===== config.mk =====
export PLATFORM = sky130hd
export DESIGN_NAME = fabric_frac_lut_ff_cfg_flat
export DESIGN_NICKNAME = d
export VERILOG_FILES = /design/src/rtl/fabric_frac_lut_ff_cfg_pkg.sv /design/src/rtl/fabric_frac_lut_ff_cfg_if.sv /design/src/rtl/fabric_ccff_chain.sv /design/src/rtl/fabric_frac_lut_ff_cfg.sv /design/src/flat_wrapper.sv
export SDC_FILE = /design/constraint.sdc
export NUM_CORES = 1
export LEC_CHECK = 0
export ABC_AREA = 1
export CORE_MARGIN = 2
export CORE_UTILIZATION = 59
export CTS_CLUSTER_SIZE = 8
export DETAILED_ROUTE_END_ITERATION = 8
export GPL_TIMING_DRIVEN = 0
export PLACE_DENSITY = 0.81
export SKIP_CTS_REPAIR_TIMING = 1
export SYNTH_ARGS = -nofsm -noshare
export SYNTH_HDL_FRONTEND = slang
export SYNTH_SLANG_ARGS = --single-unit

===== constraint.sdc =====
create_clock -name fabric_clk -period 2.95 [get_ports fabric_clk]
set_input_delay 0.4425 -clock fabric_clk [delete_from_list [all_inputs] [get_ports fabric_clk]]
set_output_delay 0.4425 -clock fabric_clk [all_outputs]
set_load 0.05 [all_outputs]

===== src/rtl/fabric_frac_lut_ff_cfg_pkg.sv =====
// Shared constants for the fracturable LUT/FF tile: configuration chain length
// and the offsets of the control fields that sit above the LUT table.
package fabric_cfg_pkg;

  // Control field offsets, relative to the end of the 2**K-bit LUT table.
  localparam int OFS_FRAC     = 0;
  localparam int OFS_FF0_DSEL = 1;
  localparam int OFS_OUT0_SEL = 2;
  localparam int OFS_OUT1_SEL = 3;
  localparam int OFS_FF1_DSEL = 4;
  localparam int OFS_CE_USED  = 5;
  localparam int OFS_INIT0    = 6;
  localparam int OFS_INIT1    = 7;

  function automatic int cfg_bits(input int k);
    return (1 << k) + 8;
  endfunction

  // Absolute bit position of a control field inside cfg for a given K.
  function automatic int cfg_ofs(input int k, input int ofs);
    return (1 << k) + ofs;
  endfunction

endpackage


===== src/rtl/fabric_frac_lut_ff_cfg_if.sv =====
// Configuration-chain port bundle of one fle slot (ccff chain threads slot to slot).
interface fabric_frac_lut_ff_cfg_if;
  // ccff_en qualifies ccff_head on every fabric_clk edge; there is no
  // backpressure, the loader owns the pace and watches cfg_done.
  logic ccff_en;
  logic ccff_head;
  logic ccff_tail;
  logic cfg_done;

  modport master (output ccff_en, ccff_head, input ccff_tail, cfg_done);
  modport slave  (input ccff_en, ccff_head, output ccff_tail, cfg_done);
endinterface


===== src/rtl/fabric_ccff_chain.sv =====
// Configuration shift register with enable edge detect, saturating bit counter
// and load-done flag.
module fabric_ccff_chain #(
  parameter int N     = 24,
  parameter int CNT_W = $clog2(N + 1)
) (
  input  logic         clk,
  input  logic         rst_n,
  input  logic         en,
  input  logic         head,
  output logic [N-1:0] cfg,
  output logic         en_q,
  output logic         done
);

  logic [CNT_W-1:0] count;

  always_ff @(posedge clk or negedge rst_n) begin
    if (!rst_n) begin
      cfg   <= '0;
      count <= '0;
      en_q  <= 1'b0;
    end else begin
      en_q <= en;
      if (en) begin
        cfg <= {cfg[N-2:0], head};
        // A fresh rise of en restarts the count on this very shift.
        if (!en_q)
          count <= CNT_W'(1);
        else if (count != CNT_W'(N))
          count <= count + 1'b1;
      end
    end
  end

  assign done = (count == CNT_W'(N));

endmodule


===== src/rtl/fabric_frac_lut_ff_cfg.sv =====
// One fle slot: K-input fracturable LUT, two FFs with scan/register-chain and
// cascade paths, comb/registered output muxes, and its own ccff config chain.
module fabric_frac_lut_ff_cfg
  import fabric_cfg_pkg::*;
#(
  parameter int K        = 4,
  parameter int CFG_BITS = cfg_bits(K),
  parameter int CNT_W    = $clog2((1 << K) + 9)
) (
  input  logic                     fabric_clk,
  input  logic                     fabric_rst_n,
  input  logic                     Test_en,
  fabric_frac_lut_ff_cfg_if.slave  ccff,
  input  logic [K-1:0]             fabric_in,
  input  logic                     fabric_ce,
  input  logic                     fabric_reg_in,
  input  logic                     fabric_sc_in,
  output logic [1:0]               fabric_out,
  output logic                     fabric_reg_out,
  output logic                     fabric_sc_out
);

  localparam int T = 1 << K;

  logic [CFG_BITS-1:0] cfg;
  logic                en_q;

  fabric_ccff_chain #(.N(CFG_BITS), .CNT_W(CNT_W)) u_chain (
    .clk   (fabric_clk),
    .rst_n (fabric_rst_n),
    .en    (ccff.ccff_en),
    .head  (ccff.ccff_head),
    .cfg   (cfg),
    .en_q  (en_q),
    .done  (ccff.cfg_done)
  );

  assign ccff.ccff_tail = cfg[CFG_BITS-1];

  logic [T-1:0] lut_tab;
  logic         frac_mode, ff0_dsel, out0_sel, out1_sel, ff1_dsel, ce_used, init0, init1;

  assign lut_tab   = cfg[T-1:0];
  assign frac_mode = cfg[cfg_ofs(K, OFS_FRAC)];
  assign ff0_dsel  = cfg[cfg_ofs(K, OFS_FF0_DSEL)];
  assign out0_sel  = cfg[cfg_ofs(K, OFS_OUT0_SEL)];
  assign out1_sel  = cfg[cfg_ofs(K, OFS_OUT1_SEL)];
  assign ff1_dsel  = cfg[cfg_ofs(K, OFS_FF1_DSEL)];
  assign ce_used   = cfg[cfg_ofs(K, OFS_CE_USED)];
  assign init0     = cfg[cfg_ofs(K, OFS_INIT0)];
  assign init1     = cfg[cfg_ofs(K, OFS_INIT1)];

  logic [K-2:0] frac_idx;
  logic         lut_out0, lut_out1;

  assign frac_idx = fabric_in[K-2:0];

  // Fractured mode splits the table: lower half feeds out0, upper half out1.
  always_comb begin
    lut_out0 = lut_tab[fabric_in];
    lut_out1 = lut_out0;
    if (frac_mode) begin
      lut_out0 = lut_tab[{1'b0, frac_idx}];
      lut_out1 = lut_tab[{1'b1, frac_idx}];
    end
  end

  logic ff0_q, ff1_q, d0, d1;

  assign d0 = ff0_dsel ? fabric_reg_in : lut_out0;
  assign d1 = ff1_dsel ? ff0_q : lut_out1;

  always_ff @(posedge fabric_clk or negedge fabric_rst_n) begin
    if (!fabric_rst_n) begin
      ff0_q <= 1'b0;
      ff1_q <= 1'b0;
    end else if (ccff.ccff_en) begin
      ff0_q <= ff0_q;
      ff1_q <= ff1_q;
    end else if (en_q) begin
      // Load just finished: cfg now holds the complete word, apply init values.
      ff0_q <= init0;
      ff1_q <= init1;
    end else if (Test_en) begin
      ff0_q <= fabric_sc_in;
      ff1_q <= ff0_q;
    end else if (!(ce_used && !fabric_ce)) begin
      ff0_q <= d0;
      ff1_q <= d1;
    end
  end

  assign fabric_out[0]  = out0_sel ? ff0_q : lut_out0;
  assign fabric_out[1]  = out1_sel ? ff1_q : lut_out1;
  assign fabric_reg_out = ff1_q;
  assign fabric_sc_out  = ff1_q;

endmodule


===== src/flat_wrapper.sv =====
// flat-port wrapper written by rule: the top's interface ports become plain ports
module fabric_frac_lut_ff_cfg_flat import fabric_cfg_pkg::*;
#(
  parameter int K        = 4,
  parameter int CFG_BITS = cfg_bits(K),
  parameter int CNT_W    = $clog2((1 << K) + 9)
)
  (fabric_clk, fabric_rst_n, Test_en, fabric_in, fabric_ce, fabric_reg_in, fabric_sc_in, fabric_out, fabric_reg_out, fabric_sc_out, ccff_ccff_en, ccff_ccff_head, ccff_ccff_tail, ccff_cfg_done);
  fabric_frac_lut_ff_cfg_if ccff_i ();
  input  logic fabric_clk;
  input  logic fabric_rst_n;
  input  logic Test_en;
  input  logic [K-1:0] fabric_in;
  input  logic fabric_ce;
  input  logic fabric_reg_in;
  input  logic fabric_sc_in;
  output logic [1:0] fabric_out;
  output logic fabric_reg_out;
  output logic fabric_sc_out;
  input wire logic [$bits(ccff_i.ccff_en)-1:0] ccff_ccff_en;
  input wire logic [$bits(ccff_i.ccff_head)-1:0] ccff_ccff_head;
  output wire logic [$bits(ccff_i.ccff_tail)-1:0] ccff_ccff_tail;
  output wire logic [$bits(ccff_i.cfg_done)-1:0] ccff_cfg_done;
  assign ccff_i.ccff_en = ccff_ccff_en;
  assign ccff_i.ccff_head = ccff_ccff_head;
  assign ccff_ccff_tail = ccff_i.ccff_tail;
  assign ccff_cfg_done = ccff_i.cfg_done;
  fabric_frac_lut_ff_cfg #(.K(K), .CFG_BITS(CFG_BITS), .CNT_W(CNT_W)) u_core (.fabric_clk(fabric_clk), .fabric_rst_n(fabric_rst_n), .Test_en(Test_en), .ccff(ccff_i), .fabric_in(fabric_in), .fabric_ce(fabric_ce), .fabric_reg_in(fabric_reg_in), .fabric_sc_in(fabric_sc_in), .fabric_out(fabric_out), .fabric_reg_out(fabric_reg_out), .fabric_sc_out(fabric_sc_out));
endmodule

==> impl_metrics.env <==
export IMPL_final_common_cell="sky130_fd_sc_hd__nand2_1"
export IMPL_worst_skew_pair_late_latency_ns=0.34
export IMPL_port_buffers=16
export IMPL_slew_headroom=0.535
export IMPL_detailedRoute_firstPassIterationCount=4
export IMPL_cts_tree="built"
export IMPL_top_level_ports=18
export IMPL_timing_final_max_slew_violations=0
export IMPL_synth_avg_cell_area_um2=7.87
export IMPL_routability_congestion_estimate=0.824
export IMPL_power_density_nw_per_um2=640
export IMPL_maxCapViolCount=0
export IMPL_layout_core_utilization=0.749
export IMPL_final_period_minus_worst_setup_slack_ns=2.59
export IMPL_status="finished, final reports clean"
export IMPL_antenna_diode_count=0
export IMPL_clk_root_buffer_cell="sky130_fd_sc_hd__clkbuf_4"
export IMPL_timing_critical_path_cells="clkdlybuf4s50_1, inv_1, nand3_1, nand3_1, nand2_2, nand2_2, nand3_2, o21ai_2, nand2_1, nand2_1, dlymetal6s2s_1"
export IMPL_syn_nets=219
export IMPL_max_freq_mhz=387
export IMPL_synth_ff_latch_count=32
export IMPL_cts_made_buffers=5
export IMPL_critPathMaxStageDelay_ns=0.49
export IMPL_fp_coreArea_um2=2540
export IMPL_hpwlAfterDp_um=2260
export IMPL_power_static_leakage_nw=0.941
export IMPL_wp_buf_inv=3
export IMPL_globalRouteTotalUtil=0.224
export IMPL_first_iter_violations=40
export IMPL_layout_cells_most_common_list="sky130_fd_sc_hd__nand2_1 (56), sky130_fd_sc_hd__dfrtp_1 (32), sky130_fd_sc_hd__inv_1 (29)"
export IMPL_max_vdd_ir_drop_v=0.000676
export IMPL_critPathTopFamily="buffers and inverters"
export IMPL_die_width_um=56.3
export IMPL_detail_route_wirelength_um=3200
export IMPL_crit_arrival_ns=2.14
export IMPL_wl_per_cell_um=12.4
export IMPL_fillCellCount=211
export IMPL_rsz_0062_raised_after_global_routing="false"
export IMPL_grt_first_pass_wirelength_um=5510
export IMPL_worst_path_max_delay_cell="sky130_fd_sc_hd__clkdlybuf4s50_1"
export IMPL_worst_path_max_fanout=5
export IMPL_clk_pin_slew_ns=0.11
export IMPL_routed_via_count=1365
export IMPL_die_area_um2=3170
export IMPL_vias_per_cell=5.27
export IMPL_power_mw=1.22
export IMPL_setup_tns_final_ns=0
export IMPL_crit_type="in2out"
export IMPL_crit_path_required_time_ns=2.51
export IMPL_max_buffers_root_to_sink=2
export IMPL_layout_drive_gt1_share=0.140
export IMPL_hold_violations=0
export IMPL_fin_crit_sh=0.876
export IMPL_syn_inst=205
export IMPL_rows=18
export IMPL_ctsHtreeMaxLevel=2
export IMPL_initial_antenna_violation_count=0
export IMPL_cts_num_sinks=32
export IMPL_synth_top_cells_by_area="sky130_fd_sc_hd__dfrtp_1 (50%), sky130_fd_sc_hd__nand2_1 (13%), sky130_fd_sc_hd__o21ai_1 (8.4%)"
export IMPL_pin_count_of_the_biggest_net_entering_global_routing=33
export IMPL_layout_nets=242
export IMPL_finalSetupViolCount=0
export IMPL_fin_skew_ns=0.00642
export IMPL_route_detailed_drc=0
export IMPL_start_kind="input pin"
export IMPL_vias_in_the_first_global_route=1342
export IMPL_synth_seq_area_share=0.496
export IMPL_timing_worst_slew_pin_value_ns=0.698
export IMPL_synth_top_area_share=0.496
export IMPL_synth_area_um2=1610
export IMPL_initial_standard_cell_utilization_of_the_core=0.634
export IMPL_synth_warning_count=0
export IMPL_grt_overflow_total=0
export IMPL_layout_area_overhead_vs_synth_pct=18.1
export IMPL_hp_class="in2async"
export IMPL_post_synth_num_cell_types=23
export IMPL_postRouteAntennaNets=0
export IMPL_hold_worst_slack_ns=0.134
export IMPL_setup_worst_path_end_class="output port"
export IMPL_synthDominantAreaCellType="sky130_fd_sc_hd__dfrtp_1"
export IMPL_dieHeight_um=56.3
-- flip-flops by register name (all words and copies together) (netlist names) --
name and cells:
u_core.fabric_reg_out 1, u_core.u_chain.en_q 1, u_core.u_chain.count 5, u_core.u_chain.cfg 24, u_core.ff0_q 1
-- final cells by class --
type | count | area (um2) | area share
Buffer | 8 | 45.0 | 0.0236
Clock inverter | 1 | 30.0 | 0.0157
Multi-Input combinational cell | 129 | 628 | 0.329
Clock buffer | 7 | 65.1 | 0.0341
Timing Repair Buffer | 16 | 160 | 0.0840
Inverter | 36 | 140 | 0.0735
Sequential cell | 32 | 801 | 0.420
Tap cell | 30 | 37.5 | 0.0197
-- per-stage QoR --
| step | setup WS [ns] | cell area (um2) | std cells |
|---|---|---|---|
| floorplan | 0.714 | 1610 | 205 |
| global placement | 0.0248 | 1810 | 251 |
| detailed placement | -0.0112 | 1810 | 251 |
| CTS | -0.0231 | 1910 | 259 |
| global route | 0.236 | 1910 | 259 |
| finish | 0.365 | 1910 | 259 |
-- power by group --
part           total (mW)  switching [mW]  internal [mW]
sequential          0.540          0.0397          0.501
clock               0.379           0.154          0.225
combinational       0.300           0.193          0.107
-- layer usage --
metal  GRT usage  vias up  routed length, um
met1       0.252      642               1430
met2       0.393       27               1610
met3      0.0668        4                126
met4      0.0952        0                 29
met5           0        -                  0
li1            -      692                  -
-- synth_stat cells --
cell type / instances
sky130_fd_sc_hd__inv_1: 29
sky130_fd_sc_hd__o22ai_1: 1
sky130_fd_sc_hd__inv_6: 1
sky130_fd_sc_hd__nand3_2: 3
sky130_fd_sc_hd__nand2_2: 6
sky130_fd_sc_hd__dfrtp_1: 32
sky130_fd_sc_hd__o21ai_0: 1
sky130_fd_sc_hd__nand3_1: 15
sky130_fd_sc_hd__a21oi_1: 5
sky130_fd_sc_hd__buf_6: 1
sky130_fd_sc_hd__nor3_1: 2
sky130_fd_sc_hd__inv_2: 6
sky130_fd_sc_hd__nand2_1: 56
sky130_fd_sc_hd__o21ai_2: 1
sky130_fd_sc_hd__buf_2: 3
sky130_fd_sc_hd__ha_1: 2
sky130_fd_sc_hd__clkbuf_1: 3
sky130_fd_sc_hd__nor2_1: 6
sky130_fd_sc_hd__buf_4: 1
sky130_fd_sc_hd__o41ai_2: 1
sky130_fd_sc_hd__a31oi_1: 1
sky130_fd_sc_hd__o21ai_1: 27
sky130_fd_sc_hd__nor3b_1: 2
-- worst reg2reg max path: stages (launching register included) --
cell and delay (ns):
sky130_fd_sc_hd__dfrtp_1 0.40, sky130_fd_sc_hd__inv_1 0.07, sky130_fd_sc_hd__ha_1 0.20, sky130_fd_sc_hd__nand3_1 0.08, sky130_fd_sc_hd__nor2_1 0.05, sky130_fd_sc_hd__nand2_1 0.05
sky130_fd_sc_hd__nand2_1 0.13, sky130_fd_sc_hd__nor3_1 0.24, sky130_fd_sc_hd__nand2_1 0.11, sky130_fd_sc_hd__o22ai_1 0.12, sky130_fd_sc_hd__a21oi_1 0.05
-- cell families (layout without fill, tap and decap cells) --
kind of cell	count (synthesis)	count (layout)	synth area share
adders and majority gates	2	2	0.0155
AOI/OAI and AO/OA	37	37	0.126
buffers and inverters	44	68	0.115
and+or+nand+nor	90	90	0.248
DFF	32	32	0.496
-- final timing paths --
kind / start / to / slack (ns) / cells after the start
min in group fabric_clk: u_core.u_chain.cfg[13] / u_core.u_chain.cfg[14] / 0.49 / 2
setup / recovery: fabric_in[1] / fabric_out[1] / 0.36 / 11
hold / removal: fabric_rst_n / u_core.u_chain.count[3] / 0.13 / 1
hold reg to reg: u_core.u_chain.cfg[13] / u_core.u_chain.cfg[14] / 0.49 / 2
setup reg to reg: u_core.u_chain.count[0] / u_core.u_chain.count[4] / 1.35 / 10
max in group asynchronous: fabric_rst_n / u_core.u_chain.cfg[5] / 2.36 / 1
(Power assumes the default switching activity.)
